## src/rtl/ex_muldiv.sv

```systemverilog
// Execute stage: zero-latency integer ALU plus an iterative radix-2 mul/div engine
// that stalls the pipeline while an M-extension operation is in flight.
module ex_muldiv #(
  parameter int XLEN   = 32,
  parameter int REG_AW = 5,
  parameter int OP_W   = 5
) (
  input  logic              clk,
  input  logic              rst,
  input  logic              flush_i,
  input  logic [OP_W-1:0]   op_i,
  input  logic [XLEN-1:0]   reg1_i,
  input  logic [XLEN-1:0]   reg2_i,
  input  logic [REG_AW-1:0] wd_i,
  input  logic              wreg_i,
  output logic [REG_AW-1:0] wd_o,
  output logic              wreg_o,
  output logic [XLEN-1:0]   wdata_o,
  output logic [REG_AW-1:0] ex_wd_o,
  output logic              ex_wreg_o,
  output logic [XLEN-1:0]   ex_wdata_o,
  output logic              stallreq
);

  localparam int SH_W  = $clog2(XLEN);
  localparam int CNT_W = $clog2(XLEN + 1);
  localparam logic [XLEN-1:0] MOST_NEG = {1'b1, {(XLEN-1){1'b0}}};

  typedef enum logic [OP_W-1:0] {
    OP_NOP    = OP_W'(0),
    OP_ADD    = OP_W'(1),
    OP_SUB    = OP_W'(2),
    OP_SLL    = OP_W'(3),
    OP_SRL    = OP_W'(4),
    OP_SRA    = OP_W'(5),
    OP_SLT    = OP_W'(6),
    OP_SLTU   = OP_W'(7),
    OP_AND    = OP_W'(8),
    OP_OR     = OP_W'(9),
    OP_XOR    = OP_W'(10),
    OP_MUL    = OP_W'(11),
    OP_MULH   = OP_W'(12),
    OP_MULHSU = OP_W'(13),
    OP_MULHU  = OP_W'(14),
    OP_DIV    = OP_W'(15),
    OP_DIVU   = OP_W'(16),
    OP_REM    = OP_W'(17),
    OP_REMU   = OP_W'(18)
  } op_e;

  typedef enum logic [1:0] {IDLE, BUSY, DONE} state_e;

  op_e             op;
  state_e          state;
  op_e             op_r;
  logic [CNT_W-1:0] cnt;
  logic [XLEN-1:0] hi, lo, mag, res;
  logic            neg_q, neg_r, div_r;

  assign op = op_e'(op_i);

  // Operand decode for the M engine: magnitudes, sign flags and fast-path cases.
  logic            is_m, is_div, a_sgn, b_sgn, sa, sb, div_zero, div_ovf;
  logic [XLEN-1:0] abs_a, abs_b, fast_res;

  always_comb begin
    is_m     = op inside {OP_MUL, OP_MULH, OP_MULHSU, OP_MULHU,
                          OP_DIV, OP_DIVU, OP_REM, OP_REMU};
    is_div   = op inside {OP_DIV, OP_DIVU, OP_REM, OP_REMU};
    a_sgn    = op inside {OP_MUL, OP_MULH, OP_MULHSU, OP_DIV, OP_REM};
    b_sgn    = op inside {OP_MUL, OP_MULH, OP_DIV, OP_REM};
    sa       = a_sgn & reg1_i[XLEN-1];
    sb       = b_sgn & reg2_i[XLEN-1];
    abs_a    = sa ? -reg1_i : reg1_i;
    abs_b    = sb ? -reg2_i : reg2_i;
    div_zero = is_div && (reg2_i == '0);
    div_ovf  = (op inside {OP_DIV, OP_REM}) && (reg1_i == MOST_NEG) && (reg2_i == '1);
    fast_res = '0;
    if (div_zero)
      fast_res = (op inside {OP_DIV, OP_DIVU}) ? '1 : reg1_i;
    else if (op == OP_DIV)
      fast_res = reg1_i;
  end

  // One engine step. hi/lo hold {partial product} for mul, {remainder, quotient} for div.
  logic [XLEN:0]     mul_sum, div_sh;
  logic [XLEN+1:0]   div_diff;
  logic [XLEN-1:0]   nxt_hi, nxt_lo, fin_res;
  logic [2*XLEN-1:0] prod;

  always_comb begin
    mul_sum  = {1'b0, hi} + (lo[0] ? {1'b0, mag} : '0);
    div_sh   = {hi, lo[XLEN-1]};
    div_diff = {1'b0, div_sh} - {2'b00, mag};
    if (div_r) begin
      if (!div_diff[XLEN+1]) begin
        nxt_hi = div_diff[XLEN-1:0];
        nxt_lo = {lo[XLEN-2:0], 1'b1};
      end else begin
        nxt_hi = div_sh[XLEN-1:0];
        nxt_lo = {lo[XLEN-2:0], 1'b0};
      end
    end else begin
      nxt_hi = mul_sum[XLEN:1];
      nxt_lo = {mul_sum[0], lo[XLEN-1:1]};
    end
    prod = {nxt_hi, nxt_lo};
    if (neg_q)
      prod = -prod;
    case (op_r)
      OP_MUL:                      fin_res = prod[XLEN-1:0];
      OP_MULH, OP_MULHSU, OP_MULHU: fin_res = prod[2*XLEN-1:XLEN];
      OP_DIV, OP_DIVU:             fin_res = neg_q ? -nxt_lo : nxt_lo;
      default:                     fin_res = neg_r ? -nxt_hi : nxt_hi;
    endcase
  end

  always_ff @(posedge clk) begin
    if (rst) begin
      state <= IDLE;
      op_r  <= OP_NOP;
      cnt   <= '0;
      hi    <= '0;
      lo    <= '0;
      mag   <= '0;
      res   <= '0;
      neg_q <= 1'b0;
      neg_r <= 1'b0;
      div_r <= 1'b0;
    end else if (flush_i) begin
      state <= IDLE;
    end else begin
      case (state)
        IDLE: begin
          if (is_m) begin
            op_r  <= op;
            div_r <= is_div;
            neg_q <= sa ^ sb;
            neg_r <= sa;
            hi    <= '0;
            cnt   <= CNT_W'(XLEN);
            if (is_div) begin
              lo  <= abs_a;
              mag <= abs_b;
            end else begin
              lo  <= abs_b;
              mag <= abs_a;
            end
            if (div_zero || div_ovf) begin
              res   <= fast_res;
              state <= DONE;
            end else begin
              state <= BUSY;
            end
          end
        end
        BUSY: begin
          hi  <= nxt_hi;
          lo  <= nxt_lo;
          cnt <= cnt - CNT_W'(1);
          if (cnt == CNT_W'(1)) begin
            res   <= fin_res;
            state <= DONE;
          end
        end
        default: state <= IDLE;
      endcase
    end
  end

  logic [SH_W-1:0] shamt;
  logic [XLEN-1:0] alu, wdata;
  logic            alu_ok, wreg, stall;

  assign shamt = reg2_i[SH_W-1:0];

  always_comb begin
    alu    = '0;
    alu_ok = 1'b1;
    case (op)
      OP_NOP:  alu = reg1_i;
      OP_ADD:  alu = reg1_i + reg2_i;
      OP_SUB:  alu = reg1_i - reg2_i;
      OP_SLL:  alu = reg1_i << shamt;
      OP_SRL:  alu = reg1_i >> shamt;
      OP_SRA:  alu = $signed(reg1_i) >>> shamt;
      OP_SLT:  alu = {{(XLEN-1){1'b0}}, $signed(reg1_i) < $signed(reg2_i)};
      OP_SLTU: alu = {{(XLEN-1){1'b0}}, reg1_i < reg2_i};
      OP_AND:  alu = reg1_i & reg2_i;
      OP_OR:   alu = reg1_i | reg2_i;
      OP_XOR:  alu = reg1_i ^ reg2_i;
      default: alu_ok = 1'b0;
    endcase

    stall = 1'b0;
    wdata = '0;
    wreg  = 1'b0;
    if (is_m) begin
      if (state == DONE) begin
        wdata = res;
        wreg  = wreg_i;
      end else begin
        stall = 1'b1;
      end
    end else if (alu_ok) begin
      wdata = alu;
      wreg  = wreg_i;
    end
    if (flush_i) begin
      stall = 1'b0;
      wreg  = 1'b0;
    end
    if (rst) begin
      stall = 1'b0;
      wreg  = 1'b0;
      wdata = '0;
    end
  end

  assign wd_o       = rst ? '0 : wd_i;
  assign wreg_o     = wreg;
  assign wdata_o    = wdata;
  assign ex_wd_o    = wd_o;
  assign ex_wreg_o  = wreg;
  assign ex_wdata_o = wdata;
  assign stallreq   = stall;

endmodule

```

## config.mk

```make
export PLATFORM = sky130hd
export DESIGN_NAME = ex_muldiv
export DESIGN_NICKNAME = d
export VERILOG_FILES = /design/src/rtl/ex_muldiv.sv
export SDC_FILE = /design/constraint.sdc
export NUM_CORES = 1
export LEC_CHECK = 0
export CORE_ASPECT_RATIO = 1.4
export CORE_MARGIN = 2
export CORE_UTILIZATION = 38
export CTS_BUF_LIST = sky130_fd_sc_hd__clkbuf_8
export DETAILED_ROUTE_END_ITERATION = 8
export PLACE_DENSITY = 0.57
export RECOVER_POWER = 25
export SLEW_MARGIN = 20
export SYNTH_ARGS = -nofsm -noshare
export SYNTH_HDL_FRONTEND = slang
export SYNTH_SLANG_ARGS = --single-unit
export TNS_END_PERCENT = 5
```

## constraint.sdc

```tcl
create_clock -name clk -period 8 [get_ports clk]
set_input_delay 1.2 -clock clk [delete_from_list [all_inputs] [get_ports clk]]
set_output_delay 1.2 -clock clk [all_outputs]
set_load 0.05 [all_outputs]
```

==> impl_metrics.toml, run 1 <==
[critical_path]
critical_path_arrival_ps = 6330
startpoint_type = "primary input"
critical_path.max_stage_delay_ps = 800
r2r-end = "res[26]"
crit_top_cell = "a21o_1"
crit_slowest_cell = "nor4_1"
crit_path_max_fanout = 5
required_ps = 6800
r2r_start = "mag[26]"
crit_path_cell_trace = "clkdlybuf4s50_1 -> ha_1 -> fa_1 -> a21o_1 -> a21o_1 -> a21oi_1 -> nand2b_1 -> a31oi_1 -> a21o_1 -> a21oi_1 -> o22ai_1 -> o41a_1 -> a41oi_1 -> a2111oi_0 -> nor4_1 -> buf_12"
crit_type = "primary input to output pin"
worstSetupEndpointType = "output pin"
rr_worst_depth = 20
r2r_setup_slack_ps = 1300

[timing]
whs_ps = 468
maxSlewViolCount = 138
finalHoldViolCount = 0
period_share_pct = 94.1
tightest_slew_ps = 3630
max_freq_ghz = 0.133
fin_worst_skew_ps = 22.5
timing.slew.headroom_pct = -142
min_period_ps = 7530
rsz0062_at_grt = "false"
setup_viol = 0

[finish]
nFillCells = 6782
area_growth_pct = 12.4
layout_commonest_cell = "nand2_1"
fin_nets = 3847
stdcell_count = 4451
drive_above_1_share_pct = 8.56
final_cell_mix = "nand2_1, a21oi_1, nor2_1, o21ai_0, ha_1"
stdcell_area_um2 = 27400

[pwr]
powerDensity_nw_per_um2 = 115
power.leakage_nw = 10.7
finalPower_mw = 3.14
peakVddDrop_v = 0.0000932

[routing]
drcViolationCount = 0
drtIter0Drc = 2717
ant_nets = 0
firstDrtPassIters = 6
avgRoutedWirePerCell_um = 26.8
vias_per_cell = 6.41
vias = 28500
wirelength_um = 119000

[cts]
cts_sinks = 144
cts-hold-fix-buffers = 0
htreeDepth = 4
ctsLongestPathBuffers = 2
cts_root_buffer = "clkbuf_8"
path_clk_slew_ps = 90
worstSkewPairLatency_ps = 500
numCtsBuffers = 17
postCtsResizedCells = 0
cts_tree = "yes"
cts_setup_buffers = 0

[logic_synthesis]
syn-cell-area_um2 = 24300
ys_ff_latch = 144
synth.distinct_cells = 111
synth_fp_nets = 3883
syn_inst = 3633
synth_edf_count = 0
yosys_warnings = 0
yosys_most_used_dff = "dfxtp_1"
ys_seq_area_share_pct = 11.8
async_flop_share_pct = 0
syn_avg_cell_area_um2 = 6.70

[global_routing]
grt_usage_pct = 35.3
antenna_found_initial = 8
overflow = 0
grt_pass1_wl_um = 176000
grt_pass1_vias = 27400
grt_max_degree = 90

[floorplanning]
core_area_um2 = 63300
dieArea_um2 = 66100
die_h_um = 303
pin_count = 155
start_util_pct = 38.5
chipWidth_um = 218
fp-row-count = 109

[placement]
port-buffer-count = 154
dp.cells = 4410
placed_cell_area_um2 = 26900
hpwl_um = 93300
place.gp.congestion = 1.09

[run_status]
violations = "max-capacitance violations, max-slew violations"
status = "finished, violations left"

[flow_run]
drv_cap = 2

[min_path]
min_to = "res[8]"
worstHoldStart = "res[8]"
whs_path_depth = 2
hp-class = "register to register"
[final cells by class]
| type | count | area, µm² | area share (%) |
|---|---|---|---|
| multi-input cells | 3012 | 19600 | 71.5 |
| flip-flops and latches | 144 | 2890 | 10.6 |
| repair buffers | 267 | 2850 | 10.4 |
| well taps | 832 | 1040 | 3.80 |
| inverters | 155 | 582 | 2.13 |
| clock buffers | 19 | 262 | 0.956 |
| clock inverters | 13 | 158 | 0.576 |
| diodes | 9 | 22.5 | 0.0823 |
[flip-flops by register name, summed over array words and instances, names as in the netlist]
| signal | cells |
|---|---|
| div_r | 1 |
| lo | 32 |
| mag | 32 |
| res | 32 |
| op_r | 5 |
| state | 2 |
| hi | 32 |
| cnt | 6 |
| neg_r | 1 |
| neg_q | 1 |
[metal layers]
layer | vias up | global-route usage (%) | wire length, µm
li1 | 13200 | - | -
met1 | 13400 | 38.2 | 42400
met2 | 1460 | 60.8 | 56800
met3 | 451 | 5.27 | 8570
met4 | 2 | 29.3 | 11500
met5 | - | 0 | 13
[worst max-delay path: cells and delay by family]
family,cells,cell delay [ps]
AOI/OAI and AO/OA,10,2590
adders and majority gates,2,790
buffers and inverters,2,780
and+or+nand+nor,2,960
[report_power, final]
group	internal [mW]	switching, mW
combinational	0.579	1.15
clock	0.325	0.320
sequential	0.737	0.0267
total	1.64	1.50
[worst max-delay path by stage]
stage | from | to | slack (ps) | cells past startpoint
detailed placement | reg1_i[0] | ex_wdata_o[26] | 590 | 16
floorplan | reg2_i[2] | wdata_o[28] | -470 | 21
CTS | reg1_i[0] | ex_wdata_o[26] | 570 | 16
global placement | reg1_i[0] | wdata_o[26] | 630 | 16
finish | reg1_i[0] | wdata_o[26] | 470 | 16
global route | reg1_i[0] | wdata_o[22] | 290 | 21
[per-stage QoR]
stage | setup TNS [ps] | util (%) | worst slack (ps)
floorplan | -717 | - | -472
global placement | 0 | 42.6 | 628
detailed placement | 0 | 42.6 | 587
CTS | 0 | 43.2 | 570
global route | 0 | 43.2 | 294
finish | 0 | 43.2 | 471
[kinds of logic after synthesis]
family	count (synthesis)	share of synthesized area [%]
simple gates	1234	23.6
compound gates	1274	34.2
buf+inv	477	8.12
flops	144	11.8
fa+ha+maj	172	8.97
mux	145	6.53
xor+xnor	187	6.73
[cells in the mapped netlist (24+ instances only)]
cell	number	area, µm²
nor4_1	41	257
dfxtp_1	144	2880
xor2_1	55	482
nand3_1	70	350
xnor2_1	132	1160
o21ai_0	274	1370
a21o_1	56	420
inv_1	147	552
buf_2	25	125
buf_4	39	293
buf_1	29	109
and2_1	47	294
mux2i_1	111	1110
nand4_1	36	225
a22oi_1	57	428
nor2b_1	28	175
nor3_1	119	596
mux2_2	24	270
o211ai_1	60	450
nand2_1	394	1480
nand2b_1	34	213
o31ai_1	33	248
o21ai_1	29	145
o221ai_1	24	210
a21oi_1	361	1810
a31oi_1	39	244
a221oi_1	35	307
ha_1	168	2100
a211oi_1	57	428
nor2_1	346	1300
clkbuf_1	228	856
or3_1	31	194
(Power assumes the default switching activity.)
==> run 2: changes to the inputs <==
==> constraint.sdc (replaced) <==
create_clock -name clk -period 8.5 [get_ports clk]
set_input_delay 1.275 -clock clk [delete_from_list [all_inputs] [get_ports clk]]
set_output_delay 1.275 -clock clk [all_outputs]
set_load 0.05 [all_outputs]
==> impl_metrics.toml, run 2 (synthesis results as in run 1) <==
[floorplanning]
fp-row-count = 109
core_area_um2 = 63300
pin_count = 155
chipWidth_um = 218
start_util_pct = 38.5
die_h_um = 303
dieArea_um2 = 66100

[timing]
finalHoldViolCount = 0
period_share_pct = 92.1
min_period_ps = 7830
timing.slew.headroom_pct = -142
rsz0062_at_grt = "false"
max_freq_ghz = 0.128
fin_worst_skew_ps = 13.6
tightest_slew_ps = 3630
maxSlewViolCount = 185
setup_viol = 0

[cts]
postCtsResizedCells = 0
cts-hold-fix-buffers = 0
cts_root_buffer = "clkbuf_8"
ctsLongestPathBuffers = 2
cts_sinks = 144
htreeDepth = 4
cts_tree = "yes"
numCtsBuffers = 17
cts_setup_buffers = 0
path_clk_slew_ps = 80
worstSkewPairLatency_ps = 520

[global_routing]
grt.busiest_layer = "met2"
met2_usage_pct = 61.6
grt_usage_pct = 36.2
grt_max_degree = 77
grt_pass1_wl_um = 180000
grt_pass1_vias = 27800
grt_use_met1_pct = 38.8
use_met3_pct = 5.58
antenna_found_initial = 10
overflow = 0

[routing]
drtIter0Drc = 2932
avgRoutedWirePerCell_um = 27.5
wirelength_um = 122000
firstDrtPassIters = 8
vias_per_cell = 6.45
vias = 28600
ant_nets = 0
drcViolationCount = 0

[flow_run]
drv_cap = 3

[finish]
final_core_util_pct = 42.8
final_cell_mix = "nand2_1, a21oi_1, nor2_1, o21ai_0, ha_1"
stdcell_area_um2 = 27100
drive_above_1_share_pct = 7.84
nFillCells = 6873
fin_nets = 3833
area.sequential_um2 = 2890
multiInputGateArea_um2 = 19600
area_growth_pct = 11.3
layout_commonest_cell = "nand2_1"

[placement]
port-buffer-count = 154
hpwl_um = 96400
place.gp.congestion = 1.07
placed_cell_area_um2 = 26700

[critical_path]
r2r_start = "mag[4]"
crit_slowest_cell = "a211oi_1"
critical_path_arrival_ps = 6550
startpoint_type = "primary input"
r2r-end = "res[26]"
worstSetupEndpointType = "output pin"
crit_path_cell_trace = "clkdlybuf4s50_1 -> inv_1 -> ha_1 -> inv_1 -> fa_1 -> nand2b_1 -> a21oi_1 -> o21ai_0 -> a21oi_1 -> o21bai_1 -> a21oi_1 -> nor2_1 -> o211ai_1 -> a311o_1 -> a221oi_1 -> nor2_1 -> nor2_1 -> o211ai_1 -> a211oi_1 -> buf_12"
rr_worst_depth = 22
crit_path_max_fanout = 7
required_ps = 7220
crit_type = "primary input to output pin"
critical_path.max_stage_delay_ps = 680
r2r_setup_slack_ps = 1490

[min_path]
whs_path_depth = 2
hp-class = "register to register"
worstHoldStart = "res[9]"
min_to = "res[9]"

[pwr]
powerDensity_nw_per_um2 = 107
power.leakage_nw = 10.6
peakVddDrop_v = 0.000103
finalPower_mw = 2.90

[run_status]
violations = "max-capacitance violations, max-slew violations"
status = "finished, violations left"
==> run 2: changes by cell type in the layout (fill, tap and decap cells not counted), sizes merged, moves of 2 or more <==
cell	before	now
clkbuf	21	23
buf	170	149
inv	154	158
clkinv	10	6
clkdlybuf4s50	83	89
==> run 2: where the power goes <==
group / switching [mW] / leakage, nW / internal, mW / total [mW]
clock: 0.280 / 0.209 / 0.266 / 0.546
sequential: 0.0289 / 1.17 / 0.693 / 0.722
combinational: 1.09 / 9.22 / 0.536 / 1.63
total: 1.40 / 10.6 / 1.50 / 2.90
==> run 2: cell type report <==
class | count | share of cell area, %
flip-flops and latches | 144 | 10.7
multi-input cells | 3012 | 72.2
well taps | 832 | 3.84
clock inverters | 12 | 0.388
inverters | 155 | 2.15
diodes | 10 | 0.0924
repair buffers | 253 | 9.70
clock buffers | 19 | 0.966
==> run 2: routing by layer <==
metal  up-vias  part of all wire (%)
met5         -                 0.011
met3       457                   7.0
met2      1435                    47
met4         2                    10
li1      13200                     -
met1     13500                    35
==> run 2: worst max-delay path: cells and delay by family <==
kind | cells | cell delay (ps)
buffers and inverters | 4 | 1240
AOI/OAI and AO/OA | 10 | 2800
adders and majority gates | 2 | 630
and+or+nand+nor | 4 | 590
==> run 2: worst max path at each step <==
stage / startpoint / to / slack (ps) / cells after the start
floorplan: reg2_i[2] / wdata_o[28] / -120 / 21
global placement: op_i[2] / ex_wdata_o[4] / 930 / 12
detailed placement: reg1_i[0] / wdata_o[0] / 890 / 20
CTS: reg1_i[0] / wdata_o[0] / 840 / 20
global route: reg1_i[0] / wdata_o[0] / 430 / 20
finish: reg1_i[0] / wdata_o[0] / 670 / 20
==> run 2: through the flow <==
stage | std cells | setup slack, ps | setup TNS (ps) | hold WS, ps
floorplan | 3633 | -122 | -122 | 425
global placement | 4396 | 934 | 0 | 445
detailed placement | 4396 | 891 | 0 | 450
CTS | 4427 | 844 | 0 | 465
global route | 4433 | 431 | 0 | 488
finish | 4437 | 673 | 0 | 469
